<file path="src/rtl/bcd_score_accum_pkg.sv">
// Shared types and constants for the BCD score accumulator.
package score_pkg;

    typedef logic [3:0]        bcd_t;
    typedef logic signed [1:0] carry_t;

    // Inter-digit carry, 2-bit two's complement; 2'b10 is never produced.
    localparam carry_t CARRY_NEG  = 2'b11;
    localparam carry_t CARRY_ZERO = 2'b00;
    localparam carry_t CARRY_POS  = 2'b01;

    localparam int DELTA_MIN = -8;
    localparam int DELTA_MAX = 8;

    typedef enum logic [1:0] {
        IDLE = 2'd0,
        RUN  = 2'd1,
        DONE = 2'd2
    } state_t;

endpackage

</file>
<file path="src/rtl/bcd_score_accum_if.sv">
// Delta handshake and score/status bus between the game logic and the accumulator.
interface bcd_score_accum_if #(
    parameter int NDIGITS = 4
);
    logic                   delta_valid;
    logic [4:0]             delta;
    logic                   ready;
    logic [4*NDIGITS-1:0]   score;
    logic                   done;
    logic                   oflow;
    logic                   uflow;
    logic                   err;

    modport master (
        output delta_valid, delta,
        input  ready, score, done, oflow, uflow, err
    );

    modport slave (
        input  delta_valid, delta,
        output ready, score, done, oflow, uflow, err
    );
endinterface

</file>
<file path="src/rtl/bcd_score_accum_digit_step.sv">
// One BCD digit plus a signed incoming value (-8..+8), producing the new
// digit and a {-1,0,+1} carry for the next digit up.
module bcd_digit_step
    import score_pkg::*;
(
    input  bcd_t              curr_i,
    input  logic signed [4:0] in_i,
    output bcd_t              next_o,
    output carry_t            carry_o
);
    logic signed [5:0] sum;
    logic signed [5:0] adj;

    // Sum spans -8..17, so a single +/-10 correction always lands in 0..9.
    always_comb begin
        sum = $signed({2'b00, curr_i}) + $signed({in_i[4], in_i});
        adj = sum;
        carry_o = CARRY_ZERO;
        if (sum < 0) begin
            adj     = sum + 6'sd10;
            carry_o = CARRY_NEG;
        end else if (sum > 6'sd9) begin
            adj     = sum - 6'sd10;
            carry_o = CARRY_POS;
        end
        next_o = adj[3:0];
    end
endmodule

</file>
<file path="src/rtl/bcd_score_accum.sv">
// Sequential BCD score accumulator: applies one signed delta per transaction,
// one digit per cycle LSD first, saturating at zero and at all-nines.
module bcd_score_accum
    import score_pkg::*;
#(
    parameter int NDIGITS = 4
) (
    input  logic               clk,
    input  logic               reset,
    bcd_score_accum_if.slave   bus
);
    localparam int IDXW = (NDIGITS > 1) ? $clog2(NDIGITS) : 1;
    localparam logic [IDXW-1:0] IDX_LAST = IDXW'(NDIGITS - 1);

    state_t                    state_q, state_d;
    bcd_t [NDIGITS-1:0]        digits_q, digits_d;
    logic [IDXW-1:0]           idx_q, idx_d;
    logic signed [4:0]         carry_q, carry_d;
    logic                      oflow_q, oflow_d;
    logic                      uflow_q, uflow_d;
    logic                      err_q, err_d;

    logic signed [4:0]         delta_s;
    logic                      delta_legal;
    bcd_t                      step_next;
    carry_t                    step_carry;

    assign delta_s     = $signed(bus.delta);
    assign delta_legal = (delta_s >= DELTA_MIN) && (delta_s <= DELTA_MAX);

    // Single digit adder shared across all digit positions.
    bcd_digit_step u_step (
        .curr_i  (digits_q[idx_q]),
        .in_i    (carry_q),
        .next_o  (step_next),
        .carry_o (step_carry)
    );

    // State, score and flag registers.
    always_ff @(posedge clk or posedge reset) begin
        if (reset) begin
            state_q  <= IDLE;
            digits_q <= '0;
            idx_q    <= '0;
            carry_q  <= '0;
            oflow_q  <= 1'b0;
            uflow_q  <= 1'b0;
            err_q    <= 1'b0;
        end else begin
            state_q  <= state_d;
            digits_q <= digits_d;
            idx_q    <= idx_d;
            carry_q  <= carry_d;
            oflow_q  <= oflow_d;
            uflow_q  <= uflow_d;
            err_q    <= err_d;
        end
    end

    // Next-state: accept in IDLE, ripple in RUN, one-cycle report in DONE.
    always_comb begin
        state_d  = state_q;
        digits_d = digits_q;
        idx_d    = idx_q;
        carry_d  = carry_q;
        oflow_d  = oflow_q;
        uflow_d  = uflow_q;
        err_d    = err_q;
        case (state_q)
            IDLE: begin
                if (bus.delta_valid) begin
                    if (delta_legal) begin
                        carry_d = delta_s;
                        idx_d   = '0;
                        state_d = RUN;
                    end else begin
                        err_d   = 1'b1;
                        state_d = DONE;
                    end
                end
            end
            RUN: begin
                digits_d[idx_q] = step_next;
                if (step_carry == CARRY_ZERO) begin
                    state_d = DONE;
                end else if (idx_q == IDX_LAST) begin
                    // Ran off the top digit: clamp instead of wrapping.
                    state_d = DONE;
                    if (step_carry == CARRY_POS) begin
                        digits_d = {NDIGITS{4'd9}};
                        oflow_d  = 1'b1;
                    end else if (step_carry == CARRY_NEG) begin
                        digits_d = '0;
                        uflow_d  = 1'b1;
                    end
                end else begin
                    idx_d   = idx_q + 1'b1;
                    carry_d = {{3{step_carry[1]}}, step_carry};
                end
            end
            DONE: begin
                oflow_d = 1'b0;
                uflow_d = 1'b0;
                err_d   = 1'b0;
                carry_d = '0;
                idx_d   = '0;
                state_d = IDLE;
            end
            default: state_d = IDLE;
        endcase
    end

    assign bus.ready = (state_q == IDLE);
    assign bus.done  = (state_q == DONE);
    assign bus.oflow = (state_q == DONE) && oflow_q;
    assign bus.uflow = (state_q == DONE) && uflow_q;
    assign bus.err   = (state_q == DONE) && err_q;
    assign bus.score = digits_q;
endmodule
</file>
<file path="src/flat_wrapper.sv">
// flat-port wrapper written by rule: the top's interface ports become plain ports
module bcd_score_accum_flat import score_pkg::*;
#(
    parameter int NDIGITS = 4
)
  (clk, reset, bus_delta_valid, bus_delta, bus_ready, bus_score, bus_done, bus_oflow, bus_uflow, bus_err);
  bcd_score_accum_if #(.NDIGITS(NDIGITS)) bus_i ();
  input  logic clk;
  input  logic reset;
  input wire logic [$bits(bus_i.delta_valid)-1:0] bus_delta_valid;
  input wire logic [$bits(bus_i.delta)-1:0] bus_delta;
  output wire logic [$bits(bus_i.ready)-1:0] bus_ready;
  output wire logic [$bits(bus_i.score)-1:0] bus_score;
  output wire logic [$bits(bus_i.done)-1:0] bus_done;
  output wire logic [$bits(bus_i.oflow)-1:0] bus_oflow;
  output wire logic [$bits(bus_i.uflow)-1:0] bus_uflow;
  output wire logic [$bits(bus_i.err)-1:0] bus_err;
  assign bus_i.delta_valid = bus_delta_valid;
  assign bus_i.delta = bus_delta;
  assign bus_ready = bus_i.ready;
  assign bus_score = bus_i.score;
  assign bus_done = bus_i.done;
  assign bus_oflow = bus_i.oflow;
  assign bus_uflow = bus_i.uflow;
  assign bus_err = bus_i.err;
  bcd_score_accum #(.NDIGITS(NDIGITS)) u_core (.clk(clk), .reset(reset), .bus(bus_i));
endmodule
</file>
<file path="config.mk">
export PLATFORM = sky130hd
export DESIGN_NAME = bcd_score_accum_flat
export DESIGN_NICKNAME = d
export VERILOG_FILES = /design/src/rtl/bcd_score_accum_pkg.sv /design/src/rtl/bcd_score_accum_if.sv /design/src/rtl/bcd_score_accum_digit_step.sv /design/src/rtl/bcd_score_accum.sv /design/src/flat_wrapper.sv
export SDC_FILE = /design/constraint.sdc
export NUM_CORES = 1
export LEC_CHECK = 0
export CAP_MARGIN = 20
export CELL_PAD_IN_SITES_DETAIL_PLACEMENT = 1
export CELL_PAD_IN_SITES_GLOBAL_PLACEMENT = 1
export CORE_MARGIN = 4
export CORE_UTILIZATION = 40
export DETAILED_ROUTE_END_ITERATION = 12
export GPL_TIMING_DRIVEN = 0
export PLACE_DENSITY = 0.89
export SYNTH_ARGS = -nofsm -noshare
export SYNTH_HDL_FRONTEND = slang
export SYNTH_SLANG_ARGS = --single-unit
</file>
<file path="constraint.sdc">
create_clock -name clk -period 8.4 [get_ports clk]
set_input_delay 0.84 -clock clk [delete_from_list [all_inputs] [get_ports clk]]
set_output_delay 0.84 -clock clk [all_outputs]
set_load 0.1 [all_outputs]
</file>
# [After elaboration in Yosys (flattened, before gate mapping)]
# Index checks and enable logic that the tools add are counted.
[totals] regBits=28 input_bits=8 out_inout_bits=21 word_cells=90
[op_classes] add_sub_neg=4 n_lt_le_gt_ge=6 eq_ne=15 muxes=40 n_reduce_logical=15
[ops] op="$mux W16" count=4
[ops] op="$mux W5" count=4
[ops] op="$mux W2" count=9
[ops] op="$bwmux W16" count=1
[ops] op="$mux W4" count=4
[ops] op="$pmux W5 S3" count=1
[ops] op="$mux W1" count=10
[ops] op="$ne A2 B2 Y1 const B" count=5
[ops] op="$reduce_and A5 Y1" count=2
[ops] op="$bmux W4 S2" count=1
[ops] op="$demux W4 S2" count=1
[ops] op="$ne A2 B1 Y1 const B" count=4
[ops] op="$add A5 B5 Y6" count=1
[ops] op="$eq A2 B2 Y1 const B" count=3
[ops] op="$gt A6 B5 Y1 const B" count=1
[ops] op="$lt A6 B1 Y1 const B" count=1
[ops] op="$pmux W1 S2" count=3
[ops] op="$pmux W2 S3" count=1
[ops] op="$ge A5 B4 Y1 const B" count=1
[ops] op="$le A5 B5 Y1 const B" count=1
[ops] op="$logic_and A1 B1 Y1" count=5
[ops] op="$add A4 B4 Y4 const B" count=1
[ops] op="$eq A2 B1 Y1 const B" count=2
[ops] op="$logic_not A2 Y1" count=2
[ops] op="other kinds (11)" count=12

# [Longest topological paths before layout]
[logic_depth] word_depth=12 ltp_mapped=11 depth_no_buf=10

# [Hierarchy]
# A second synthesis with hierarchy kept.
[unflattened] hier_cells=199 hier_area_um2=1884.3
[modules_own_cells] mod="bcd_score_accum" instances=1 cells_each=156 area_each_um2=1559.0 seq_area_each_um2=700.7
[modules_own_cells] mod="bcd_digit_step" instances=1 cells_each=43 area_each_um2=325.3 seq_area_each_um2=0.0

# [Least setup slack after synthesis]
# OpenSTA, ideal clock, no wires.
[synth_timing] path_kind="register to register" from="register u_core.digits_q (netlist bit u_core.bus.score[12])" to="register u_core.carry_q[0]" setup_ps=125 t_arrival_ps=3525 required_time_ps=8275 slack_ps=4750 stages_incl_launch_ff=12 n_path_buf=1 period_less_slack_ps=3650 path_cell_list="dfrtp_1 mux4_2 ha_1 fa_1 xor2_4 inv_2 nand2_1 a311oi_1 and2_4 a221o_1 buf_6 mux2_4"
[synth_via] elab_chain_len=9 word_cells_on_any_way=13 cone_classes="add/sub: 1; order compare: 2; eq/ne: 1; mux: 7; reduce/logical: 2"
[synth_lines] element="from (decl)" line="bcd_score_accum.sv:16" rtl="bcd_t [NDIGITS-1:0] digits_q, digits_d;"
[synth_lines] element="from (signal assigned)" line="bcd_score_accum.sv:51" rtl="digits_q <= digits_d;"
[synth_lines] element="$bmux W4 S2 *" line="bcd_score_accum.sv:33" rtl=".curr_i (digits_q[idx_q]),"
[synth_lines] element="$mux W4 (not written as such) *" line="bcd_score_accum.sv:33"
[synth_lines] element="$add A5 B5 Y6 *" line="bcd_score_accum_digit_step.sv:16" rtl="sum = $signed({2'b00, curr_i}) + $signed({in_i[4], in_i});"
[synth_lines] element="$gt A6 B5 Y1" line="bcd_score_accum_digit_step.sv:22" rtl="end else if (sum > 6'sd9) begin"
[synth_lines] element="$mux W1" line="bcd_score_accum_digit_step.sv:22"
[synth_lines] element="$mux W2 *" line="bcd_score_accum_digit_step.sv:19" rtl="if (sum < 0) begin"
[synth_lines] element="$logic_not A2 Y1 / $mux W5 (equally long branches)" line="bcd_score_accum.sv:84, bcd_score_accum.sv:86"
[synth_lines] element="$ne A2 B2 Y1 (no line) / $mux W5 (equally long branches)"
[synth_lines] element="$reduce_and A5 Y1 (no line) / $pmux W5 S3 (equally long branches)"
[synth_lines] element="to (signal assigned)" line="bcd_score_accum.sv:53" rtl="carry_q <= carry_d;"
[synth_lines] element="to (decl)" line="bcd_score_accum.sv:18" rtl="logic signed [4:0] carry_q, carry_d;"
# Mark *: on every way between the ends. The rest lies on a longest branch, timed or not. The select of a mux whose other input is x is not followed.
# A chain may end at the register's enable or synchronous reset.

# [Worst setup path in the final report]
[layout_timing] from="register u_core.idx_q[0]" to="register u_core.carry_q[0]"
[layout_via] elab_chain_len=9 word_cells_on_any_way=15 cone_classes="add/sub: 1; order compare: 2; eq/ne: 3; mux: 7; reduce/logical: 2"
[layout_lines] element="from (decl)" line="bcd_score_accum.sv:17" rtl="logic [IDXW-1:0] idx_q, idx_d;"
[layout_lines] element="from (signal assigned)" line="bcd_score_accum.sv:52" rtl="idx_q <= idx_d;"
[layout_lines] element="$bmux W4 S2" line="bcd_score_accum.sv:33"
[layout_lines] element="$mux W4 (not written as such)" line="bcd_score_accum.sv:33"
[layout_lines] element="$add A5 B5 Y6" line="bcd_score_accum_digit_step.sv:16"
[layout_lines] element="$gt A6 B5 Y1" line="bcd_score_accum_digit_step.sv:22"
[layout_lines] element="$mux W1" line="bcd_score_accum_digit_step.sv:22"
[layout_lines] element="$mux W2" line="bcd_score_accum_digit_step.sv:19"
[layout_lines] element="$logic_not A2 Y1 / $mux W5 (equally long branches)" line="bcd_score_accum.sv:84, bcd_score_accum.sv:86"
[layout_lines] element="$ne A2 B2 Y1 (no line) / $mux W5 (equally long branches)"
[layout_lines] element="$reduce_and A5 Y1 (no line) / $pmux W5 S3 (equally long branches)"
# Parallel ways exist; a longest one is shown, timed or not. The select of a mux whose other input is x is not followed.

==> reports/metrics.csv <==
metric;value;unit
setup_ws;4.52;ns
cp.required;8.58;ns
cts_tree;done;
slew_violations;0;
cts_hold_buf;0;
dp_slack;4.59;ns
status;finished clean;
via_count;1731;
io_pins;29;
dieWidth;78.1;um
portBuffers;28;
grt_pass1_vias;1879;
critPathLaunchType;flop;
final_core_util;0.511;
syn_area_per_cell;9.65;sq um
ys_async_sr_fraction;1.00;
rsz0062_at_grt;false;
syn_nets;226;
ys_seq_area_frac;0.356;
globalplace.congestion;0.843;
synth_seq_cells;28;
timing.rr.start;u_core.idx_q[0];
grt_pass1_wl;9230;um
cts_max_level;1;
clkSinkCount;28;
critPathArrivalTime;4.06;ns
fillers;566;
drcViolationCount;0;
path_cells;mux4_2, ha_1, fa_1, xor2_4, inv_2, nand2_1, a311oi_1, and2_4, a221o_1, buf_6, mux2_4;
end_kind;flop;
crit_type;flop to flop;
finalSetupViolCount;0;
totalWireLength;5470;um
drt-vias-per-instance;5.69;
timing.setup.tns;0;ns
dpl_cell_area;2330;sq um
fin_crit;3.88;ns
max_stage_delay;0.57;ns
post-cts-setup-buffers;0;
finalClockSkew;0.00682;ns
finish.instance_area;2430;sq um
dieArea;6110;sq um
fmax;258;MHz
syn_area;1970;sq um
postRouteAntennaNets;0;
holdCritPathClass;flop to flop;
synth_ff_type;dfrtp_1;
grt_antenna_before_repair;0;
insertedDiodeCount;0;
syn_inst;204;
hp-start;u_core.err_q;
die_h;78.1;um
maxCapViolations;0;
relSlewSlack;0.347;
synth_cell_types;48;
yosysWarnings;0;
placementRows;25;
grt-ovfl-total;0;
cp_slowest_cell;mux4_2;
finalHoldViolations;0;
wl_per_cell;18.0;um
tightest_slew;0.976;ns
final_nets;260;
drt-initial-drc-count;71;
cp_max_fo;7;
worstSetupStartpoint;u_core.idx_q[0];
initial_core_util;0.414;
numCtsBuffers;3;
dp_hpwl;4310;um
layout_common_cells;clkdlybuf4s50_1 (28), dfrtp_1 (28), nand2_1 (26);
grt_max_degree;29;
gr-usage-all-layers;0.190;
period_share;0.462;
drive_above_1_share;0.131;
cts.clk_slew.worst_paths;0.10;ns
clk_path_buf_depth;2;
clkLatencyLatePin;0.28;ns
areaGrowthSynthToFinish;23.5;%
synth-edff-count;0;
cts_root_buffer;clkbuf_8;
coreArea;4750;sq um
drt-pass1-iter-count;4;
cts_resized;0;
[cell type report]
| class | instances | area (sq um) | area share |
|---|---|---|---|
| multi-input combinational | 149 | 1150 | 0.475 |
| sequential | 28 | 701 | 0.288 |
| timing repair buffer | 29 | 308 | 0.127 |
| tap | 67 | 83.8 | 0.0345 |
| inverter | 21 | 78.8 | 0.0324 |
| clock buffer | 3 | 41.3 | 0.0170 |
| buffer | 6 | 33.8 | 0.0139 |
| clock inverter | 1 | 30.0 | 0.0124 |
[kinds of logic (layout without fill, tap and decap cells)]
| family | after synthesis | count (layout) | synth area share |
|---|---|---|---|
| AO/OA/AOI/OAI | 62 | 62 | 0.224 |
| XOR/XNOR | 1 | 1 | 0.0140 |
| adder cells (fa/ha/maj) | 14 | 14 | 0.0928 |
| buffers and inverters | 27 | 60 | 0.0572 |
| flip-flops | 28 | 28 | 0.356 |
| multiplexers | 16 | 16 | 0.120 |
| AND/OR/NAND/NOR | 56 | 56 | 0.136 |
[critical path, delay by kind of cell (launching register included)]
kind                       cells  cell delay (ns)
DFF                            1             0.56
muxes                          2             0.87
adders and majority gates      2             0.78
AOI/OAI and AO/OA              2             0.71
buffers and inverters          2             0.25
xor gates and xnor gates       1             0.22
and+or+nand+nor                2             0.37
[stage by stage]
stage,cells,hold WS [ns]
finish,304,0.497
global route,304,0.535
CTS,303,0.504
detailed placement,299,0.478
global placement,299,0.456
floorplan,204,0.439
[routing by layer]
layer,global-route usage,up-vias,share of wire
met5,0,-,0
met4,0.0594,0,0.015
met3,0.0252,6,0.020
met2,0.347,28,0.53
met1,0.231,886,0.43
li1,-,811,-
[cell usage after synthesis, types with 2 or more instances]
library cell	number	area share
a311oi_1	3	0.013
a211oi_1	2	0.0076
clkbuf_1	4	0.0076
o311ai_0	2	0.0089
o221ai_1	3	0.013
o21ai_0	13	0.033
nor2_1	10	0.019
ha_1	13	0.083
dfrtp_1	28	0.36
a22o_1	5	0.022
o22ai_1	4	0.013
a21o_1	3	0.011
nand3_1	3	0.0076
a21oi_1	12	0.031
inv_1	20	0.038
nand2b_1	2	0.0064
a31o_2	3	0.013
o31ai_1	2	0.0076
nor3_1	3	0.0076
or3_1	3	0.0095
mux2i_1	6	0.031
mux4_2	4	0.046
and2_1	2	0.0064
mux2_4	5	0.038
nand2_1	26	0.050
[sequential cells by signal (all words and copies together) (netlist names)]
signal and cells:
u_core.bus.score 16, u_core.state_q 2, u_core.idx_q 2, u_core.err_q 1, u_core.oflow_q 1, u_core.carry_q 5, u_core.uflow_q 1
[worst paths after layout]
path	depth (start not counted)	end	slack [ns]
setup / recovery	11	u_core.carry_q[0]	4.52
hold / removal	2	u_core.err_q	0.50
setup reg to reg	11	u_core.carry_q[0]	4.52
hold reg to reg	2	u_core.err_q	0.50
max in group asynchronous	3	u_core.bus.score[6]	7.22
min in group asynchronous	2	u_core.oflow_q	0.77
Power is left out: the tool's default activity adds up to more than one toggle a clock period on the data nets, which glitch-free logic cannot reach.
